<file path="src/rtl/seg7_scan_ctrl.sv">
// seg7_scan_ctrl: multiplexed common-anode 7-segment scanner with dp, blanking,
// leading-zero suppression, PWM brightness and frame-synchronous update.
module seg7_scan_ctrl #(
    parameter int NUM_DIGITS    = 8,
    parameter int SCAN_DIV_LOG2 = 15,
    parameter bit SYNC_UPDATE   = 1
) (
    input  logic                    clk,
    input  logic                    reset,
    input  logic                    cs,
    input  logic [4*NUM_DIGITS-1:0] i_data,
    input  logic [NUM_DIGITS-1:0]   i_dp,
    input  logic [NUM_DIGITS-1:0]   i_blank,
    input  logic                    i_lzs,
    input  logic [3:0]              i_bright,
    output logic [7:0]              o_seg,
    output logic [NUM_DIGITS-1:0]   o_sel,
    output logic                    o_frame
);
    localparam int IW = NUM_DIGITS > 1 ? $clog2(NUM_DIGITS) : 1;
    localparam logic [IW-1:0] LAST = IW'(NUM_DIGITS - 1);
    localparam logic [6:0] HEX [16] = '{
        7'h40, 7'h79, 7'h24, 7'h30, 7'h19, 7'h12, 7'h02, 7'h78,
        7'h00, 7'h10, 7'h08, 7'h03, 7'h46, 7'h21, 7'h06, 7'h0E
    };

    logic [SCAN_DIV_LOG2-1:0] pre;
    logic [IW-1:0]            idx, hi;
    logic [4*NUM_DIGITS-1:0]  lat_data, sh_data;
    logic [NUM_DIGITS-1:0]    lat_dp, lat_blank, sh_dp, sh_blank;
    logic [3:0]               nib;
    logic                     tick, wrap, lit;

    // hi = highest nonzero digit (0 when all zero, so digit 0 is never suppressed)
    always_comb begin
        hi = '0;
        for (int k = 0; k < NUM_DIGITS; k++)
            if (sh_data[4*k +: 4] != 4'd0) hi = IW'(k);
        tick = &pre;
        wrap = tick && idx == LAST;
        nib  = sh_data[4*idx +: 4];
        lit  = pre[SCAN_DIV_LOG2-1 -: 4] <= i_bright && !sh_blank[idx] && !(i_lzs && idx > hi);
    end

    always_ff @(posedge clk) begin
        if (reset) begin
            pre       <= '0;
            idx       <= '0;
            lat_data  <= '0;
            lat_dp    <= '0;
            lat_blank <= '0;
            sh_data   <= '0;
            sh_dp     <= '0;
            sh_blank  <= '0;
            o_seg     <= 8'hFF;
            o_sel     <= '1;
            o_frame   <= 1'b0;
        end else begin
            pre <= pre + 1'b1;
            if (tick) idx <= wrap ? '0 : idx + 1'b1;
            if (cs) {lat_data, lat_dp, lat_blank} <= {i_data, i_dp, i_blank};
            if (!SYNC_UPDATE || wrap) {sh_data, sh_dp, sh_blank} <= {lat_data, lat_dp, lat_blank};
            o_frame <= wrap;
            o_sel   <= lit ? ~(NUM_DIGITS'(1) << idx) : '1;
            o_seg   <= lit ? {~sh_dp[idx], HEX[nib]} : 8'hFF;
        end
    end
endmodule

</file>
<file path="config.mk">
export PLATFORM = sky130hd
export DESIGN_NAME = seg7_scan_ctrl
export DESIGN_NICKNAME = d
export VERILOG_FILES = /design/src/rtl/seg7_scan_ctrl.sv
export SDC_FILE = /design/constraint.sdc
export NUM_CORES = 1
export LEC_CHECK = 0
export CAP_MARGIN = 0
export CORE_UTILIZATION = 51
export CTS_BUF_LIST = sky130_fd_sc_hd__clkbuf_4 sky130_fd_sc_hd__clkbuf_8
export CTS_CLUSTER_DIAMETER = 60
export DETAILED_ROUTE_END_ITERATION = 6
export GPL_ROUTABILITY_DRIVEN = 0
export GPL_TIMING_DRIVEN = 0
export PLACE_DENSITY = 0.77
export SETUP_SLACK_MARGIN = 0.1
export SLEW_MARGIN = 25
export SYNTH_ARGS = -nofsm -noshare
export SYNTH_HDL_FRONTEND = slang
export SYNTH_SLANG_ARGS = --single-unit
</file>
<file path="constraint.sdc">
create_clock -name clk -period 2.8 [get_ports clk]
set_clock_uncertainty 0.2 [all_clocks]
set_input_delay 0.56 -clock clk [delete_from_list [all_inputs] [get_ports clk]]
set_output_delay 0.56 -clock clk [all_outputs]
set_load 0.02 [all_outputs]
</file>
==> metrics.txt, run 1 <==
Pwr Density=around 550 nW/um^2; Async SR Flop Fraction=0%; # setup viols final=11; Comb pwr share=between 6 and 7%; Crit path arrival time=roughly 3.0 ns; Final WS setup=-0.0601 ns; Max VDD drop=between 200 and 300 uV; Hold Fails Final Rpt=0; number of routed nets with antenna violations=0; Flop pwr share=around half; final period utilization=102%; Mapped Cells=~600; Final nets=roughly 760; dpl cells=around 790; Overflow after GRT=0; DP Wirelength=around 8600 um; failing checks=setup timing; 1st-iter DRT viols=201; Switching Share=around 22%; Pint=a little under 3 mW; H-tree lvl count=4; yosys warns=0; outcome=complete, but fails checks; max-cap violations=0; initial core utilization=a little over half; ant diodes=0; I/O Pins=73; RSZ-0062 raised after global routing=yes; Sw Pwr=slightly above 0.8 mW; DR WL/cell=around 14 um; Longest Clk Path Bufs=2; Post-Syn Nets=between 600 and 700; commonest non-fill, non-tap cell in the layout=dfxtp_1; standard-cell rows=37; worst skew pair latency=roughly 0.44 ns; maximum number of pins on one net before global-route repair=17; Unique masters post-synth=38; first-pass GRT wire length=about 20000 um; CTS Sinks=131; R2R depth=13; clock buffer count from CTS=17; vias in the first global route=4271; fill count=~870; Final Max Slew Viols=0; largest fanout on the critical path=8; pre-CTS setup slack=-0.193 ns; PortBufs=70; Final Non-Filler Cells=831; HP Class=flop to flop; layout cell share with drive strength beyond 1=a little under an eighth; Clock Power Share=about two fifths; initial antenna violation count=0; chip width=105 um; Yosys reg bits=131; DIE AREA=~11000 um^2; slew at the pin with the worst max-slew slack=a little under 0.8 ns; Static Leak=approximately 2.7 nW; total track usage=approximately 23%; final core utilization=65.7%; Syn Area/Cell=9.23 um^2; CTS tree=done; CP required=2.91 ns; synth top area cells=dfxtp_1 (48%), mux2i_1 (10%), nand2_1 (8.6%); post-route minimum period=between 2 and 3 ns; Yosys top cell area share=between 40% and 50%; number of synthesized flops with an enable pin=0; area grow syn2layout=25.2%; dominant synthesized flop cell=dfxtp_1; Die Y=around 110 um; total core area=just over 10000 um^2; vias=~4300; Crit. End Element=flop; register area share after synthesis=48.4%; Residual DRC=0; CTS Root Cell=clkbuf_8; Max Fclk=approximately 350 MHz; area leader, netlist=dfxtp_1; startpoint types=flop; hold path cells=2; Post-Route WL=about 12000 um; commonest cells after routing, fill and taps aside=dfxtp_1 (129), nand2_1 (124), nor2_1 (73), clkdlybuf4s50_1 (70), mux2i_1 (54); WS Path Type=flop to flop; Worst-path clk slew=0.08 ns; Vias/cell=approximately 5.2; Netlist Area Pre-Place=between 5000 and 6000 um^2; Power, Total=around 3.7 mW; Initial DRT Pass Iterations=4; Slew headroom=between 40 and 50%
-- through the flow --
stage	area (um^2)	setup TNS, ns	hold slack [ns]
finish	6790	-0.380	0.249
global route	6790	-2.32	0.260
CTS	6750	-0.0267	0.255
detailed placement	6290	-1.90	0.245
global placement	6290	-1.67	0.239
floorplan	5420	0	0.226
-- state kept, by name (all words and copies together), names as in the netlist --
register,flops
sh_blank,8
sh_data,32
o_frame,1
pre,15
lat_blank,8
lat_data,32
idx,3
sh_dp,8
lat_dp,8
o_seg,8
o_sel,8
-- logic make-up (layout without fill, tap and decap cells) --
| family | after synthesis | in the layout | synth area share (%) |
|---|---|---|---|
| compound gates | 66 | 66 | 6.63 |
| xor+xnor | 13 | 13 | 2.10 |
| fa+ha+maj | 20 | 20 | 4.62 |
| buf+inv | 51 | 159 | 4.62 |
| flops | 131 | 131 | 48.4 |
| mux | 67 | 67 | 15.1 |
| simple gates | 239 | 239 | 18.5 |
-- power by group through the flow --
stage | registers (mW) | clock network, mW | logic [mW]
detailed placement | 1.98 | 0 | 0.237
CTS | 1.94 | 1.60 | 0.242
global placement | 1.98 | 0 | 0.231
floorplan | 1.98 | 0 | 0.114
global route | 1.95 | 1.67 | 0.265
finish | 1.94 | 1.57 | 0.242
-- per-layer routing --
metal / wire, um / global-route usage (%) / up-vias
met3: 578 / 4.99 / 16
met4: 191 / 9.46 / 0
met2: 5720 / 38.3 / 119
met1: 5400 / 28.9 / 2030
met5: 0 / 0 / -
li1: - / - / 2152
-- worst paths after layout --
| path | from | endpoint | slack (ns) |
|---|---|---|---|
| setup reg to reg | sh_data[20] | o_sel[6] | -0.06 |
| hold reg to reg | lat_data[20] | sh_data[20] | 0.25 |
| setup / recovery | sh_data[20] | o_sel[6] | -0.06 |
| hold / removal | lat_data[20] | sh_data[20] | 0.25 |
-- cell type report --
class / instances / area (um^2) / area share (%)
repair buffers: 77 / 753 / 11.1
inverters: 13 / 48.8 / 0.719
plain buffers: 38 / 211 / 3.12
flip-flops and latches: 131 / 2630 / 38.7
clock buffers: 22 / 290 / 4.28
multi-input cells: 405 / 2580 / 38.1
clock inverters: 9 / 105 / 1.55
well taps: 136 / 170 / 2.51
-- worst max-delay path, stage by stage (launching register included) --
cell      delay [ns]
dfxtp_2         0.33
or4_4           0.53
nand2b_4        0.16
a21oi_2         0.12
nor2_1          0.05
ha_1            0.29
nor2b_1         0.14
o21ai_1         0.11
nand2b_1        0.06
a31oi_1         0.19
and4_1          0.24
buf_6           0.13
buf_6           0.11
nand3_1         0.08
-- cell usage after synthesis, types with 3 or more instances --
master	number
buf_1	3
a21oi_1	50
inv_1	12
nand4_1	4
buf_6	5
nor2b_1	5
o21ai_0	4
and3_1	3
ha_1	20
nor2_1	73
nor4_1	5
mux4_2	12
nand2_1	124
dfxtp_1	131
mux2i_1	55
clkbuf_1	17
xor2_1	7
xnor2_1	6
buf_2	11
nand3_1	14
-- what timing repair did --
| item | in CTS | in global routing |
|---|---|---|
| resized for setup | 10 | 3 |
| cloned | 1 | 0 |
| buffers inserted | 3 | 3 |
| hold buffers | 0 | 0 |
| pin swaps | 2 | 0 |
| setup endpoints to repair | 16 | 16 |
Power figures use the tool's default switching activity.
==> inputs of run 2 (changes only) <==
CELL_PAD_IN_SITES_DETAIL_PLACEMENT = 0   (was unset)
CELL_PAD_IN_SITES_GLOBAL_PLACEMENT = 1   (was unset)
CORE_UTILIZATION = 39   (was 51)
CTS_CLUSTER_DIAMETER = unset   (was 60)
==> metrics.txt, run 2 (same netlist as run 1, synthesis figures left out) <==
Worst path top cell family by delay=simple AND/OR/NAND/NOR gates; fill count=between 1000 and 1500; Power, Total=roughly 3.8 mW; Hold Fails Final Rpt=0; critical-path cell list=or4_4 -> nand2b_4 -> a21oi_2 -> nor2_1 -> ha_1 -> nor2b_1 -> o21ai_1 -> nand2b_1 -> a31oi_1 -> and4_1 -> buf_6 -> buf_4 -> nand3_2; failing checks=setup timing; largest fanout on the critical path=8; standard-cell rows=42; Pwr Density=559 nW/um^2; max-cap violations=0; final core utilization=between 50% and 60%; CP Buf/Inv Count=2; outcome=complete, but fails checks; layout cell share with drive strength beyond 1=between 10% and 20%; DR WL/cell=around 14 um; initial antenna violation count=0; Top Registers=lat_data x32, sh_data x32, pre x15; Pint=3.00 mW; maximum number of pins on one net before global-route repair=17; ant diodes=0; worst skew pair latency=between 0.4 and 0.5 ns; # setup viols final=8; number of routed nets with antenna violations=0; Slew headroom=52.9%; Overflow after GRT=0; dpl cells=around 830; clock buffer count from CTS=17; total core area=13400 um^2; Final WS setup=-0.0201 ns; Die Y=roughly 120 um; CTS Root Cell=clkbuf_8; Max VDD drop=257 uV; post-route cell area=a little under 7000 um^2; PortBufs=70; Largest stage delay, worst path=~0.54 ns; RSZ-0062 raised after global routing=yes; Final nets=approximately 760; Residual DRC=0; HP Class=flop to flop; R2R depth=13; Flop pwr share=50.6%; Post-Route WL=approximately 12000 um; DIE AREA=14400 um^2; I/O Pins=73; Max Fclk=~350 MHz; hold path cells=2; first-pass GRT wire length=around 20000 um; initial core utilization=between 40% and 50%; total track usage=18.4%; Clock Power Share=43.0%; CP required=between 2 and 3 ns; CTS tree=done; hold wc startpoint=lat_blank[0]; Initial DRT Pass Iterations=4; Final Non-Filler Cells=a little under 900; Longest Clk Path Bufs=2; Comb pwr share=6.3%; origin of the critical flop-to-flop path=sh_data[20]; chip width=120 um; DP Wirelength=between 9000 and 10000 um; Crit path arrival time=around 2.9 ns; WHS=roughly 0.25 ns; Hold EP=sh_blank[0]; H-tree lvl count=4; Crit. End Element=flop; WS Path Type=flop to flop; Vias/cell=about 4.9; Final Max Slew Viols=0; Sw Pwr=between 0.8 and 0.9 mW; pre-CTS setup slack=-0.250 ns; commonest cells after routing, fill and taps aside=dfxtp_1 (129), nand2_1 (124), nor2_1 (73), clkdlybuf4s50_1 (70), mux2i_1 (54); final period utilization=101%; Static Leak=2.75 nW; Worst path slowest cell=or4_4; commonest non-fill, non-tap cell in the layout=dfxtp_1; vias=about 4200; worst reg-to-reg setup slack=-0.02 ns; Post-DP Area=around 6300 um^2; startpoint types=flop; area grow syn2layout=26.6%; RR Endpoint=o_sel[0]; vias in the first global route=~4100; CTS Sinks=131; Switching Share=a little over a fifth; post-route minimum period=approximately 2.8 ns; 1st-iter DRT viols=approximately 250; Worst-path clk slew=about 0.070 ns; slew at the pin with the worst max-slew slack=around 0.71 ns; Final TNS setup=-0.0606 ns
## run 2: cell count changes in the layout (fill, tap and decap cells not counted), sizes merged
cell and change:
buf -1, bufinv +1, clkinv +3, clkinvlp -3
## run 2: timing repair
item / in CTS / in global routing
gates cloned: 1 / 0
setup buffers: 2 / 3
pin swaps: 2 / 1
resized for setup: 10 / 5
hold buffers: 0 / 0
setup endpoints to repair: 16 / 16
## run 2: area by class of cell
class,count,area (um^2),share of cell area [%]
clock inverter,10,131,1.92
sequential,131,2630,38.3
inverter,13,48.8,0.712
clock buffer,22,284,4.14
tap,176,220,3.21
multi-input combinational,405,2590,37.8
buffer,38,211,3.08
timing repair buffer,76,746,10.9
## run 2: metal layers
metal | vias to the layer above | track usage, % | part of all wire [%]
met1 | 1951 | 23.8 | 48
met3 | 20 | 4.99 | 4.8
li1 | 2158 | - | -
met2 | 107 | 28.6 | 45
met4 | 0 | 8.59 | 2.2
met5 | - | 0 | 0
## run 2: worst max-delay path by stage
| stage | start | end | slack (ns) | cells past startpoint |
|---|---|---|---|---|
| 4_1_cts | sh_data[20] | o_sel[5] | -0.05 | 13 |
| 3_3_place_gp | sh_data[20] | o_sel[5] | -0.22 | 13 |
| 3_5_place_dp | i_bright[1] | o_sel[5] | -0.25 | 11 |
| 6_report | sh_data[20] | o_sel[0] | -0.02 | 13 |
| 5_1_grt | sh_data[20] | o_sel[0] | -0.13 | 13 |
| 2_1_floorplan | sh_data[20] | o_sel[5] | 0.11 | 13 |
## run 2: worst reg2reg max path: stages, from the launching register on
cell,delay [ns]
dfxtp_2,0.33
or4_4,0.54
nand2b_4,0.16
a21oi_2,0.11
nor2_1,0.05
ha_1,0.28
nor2b_1,0.13
o21ai_1,0.11
nand2b_1,0.06
a31oi_1,0.17
and4_1,0.23
buf_6,0.13
buf_4,0.11
nand3_2,0.07
## run 2: power by group through the flow
stage	logic [mW]	clock network, mW	registers, mW
2_1_floorplan	0.114	0	1.98
3_3_place_gp	0.235	0	1.98
3_5_place_dp	0.240	0	1.98
4_1_cts	0.244	1.70	1.94
5_1_grt	0.266	1.78	1.95
6_report	0.243	1.65	1.94
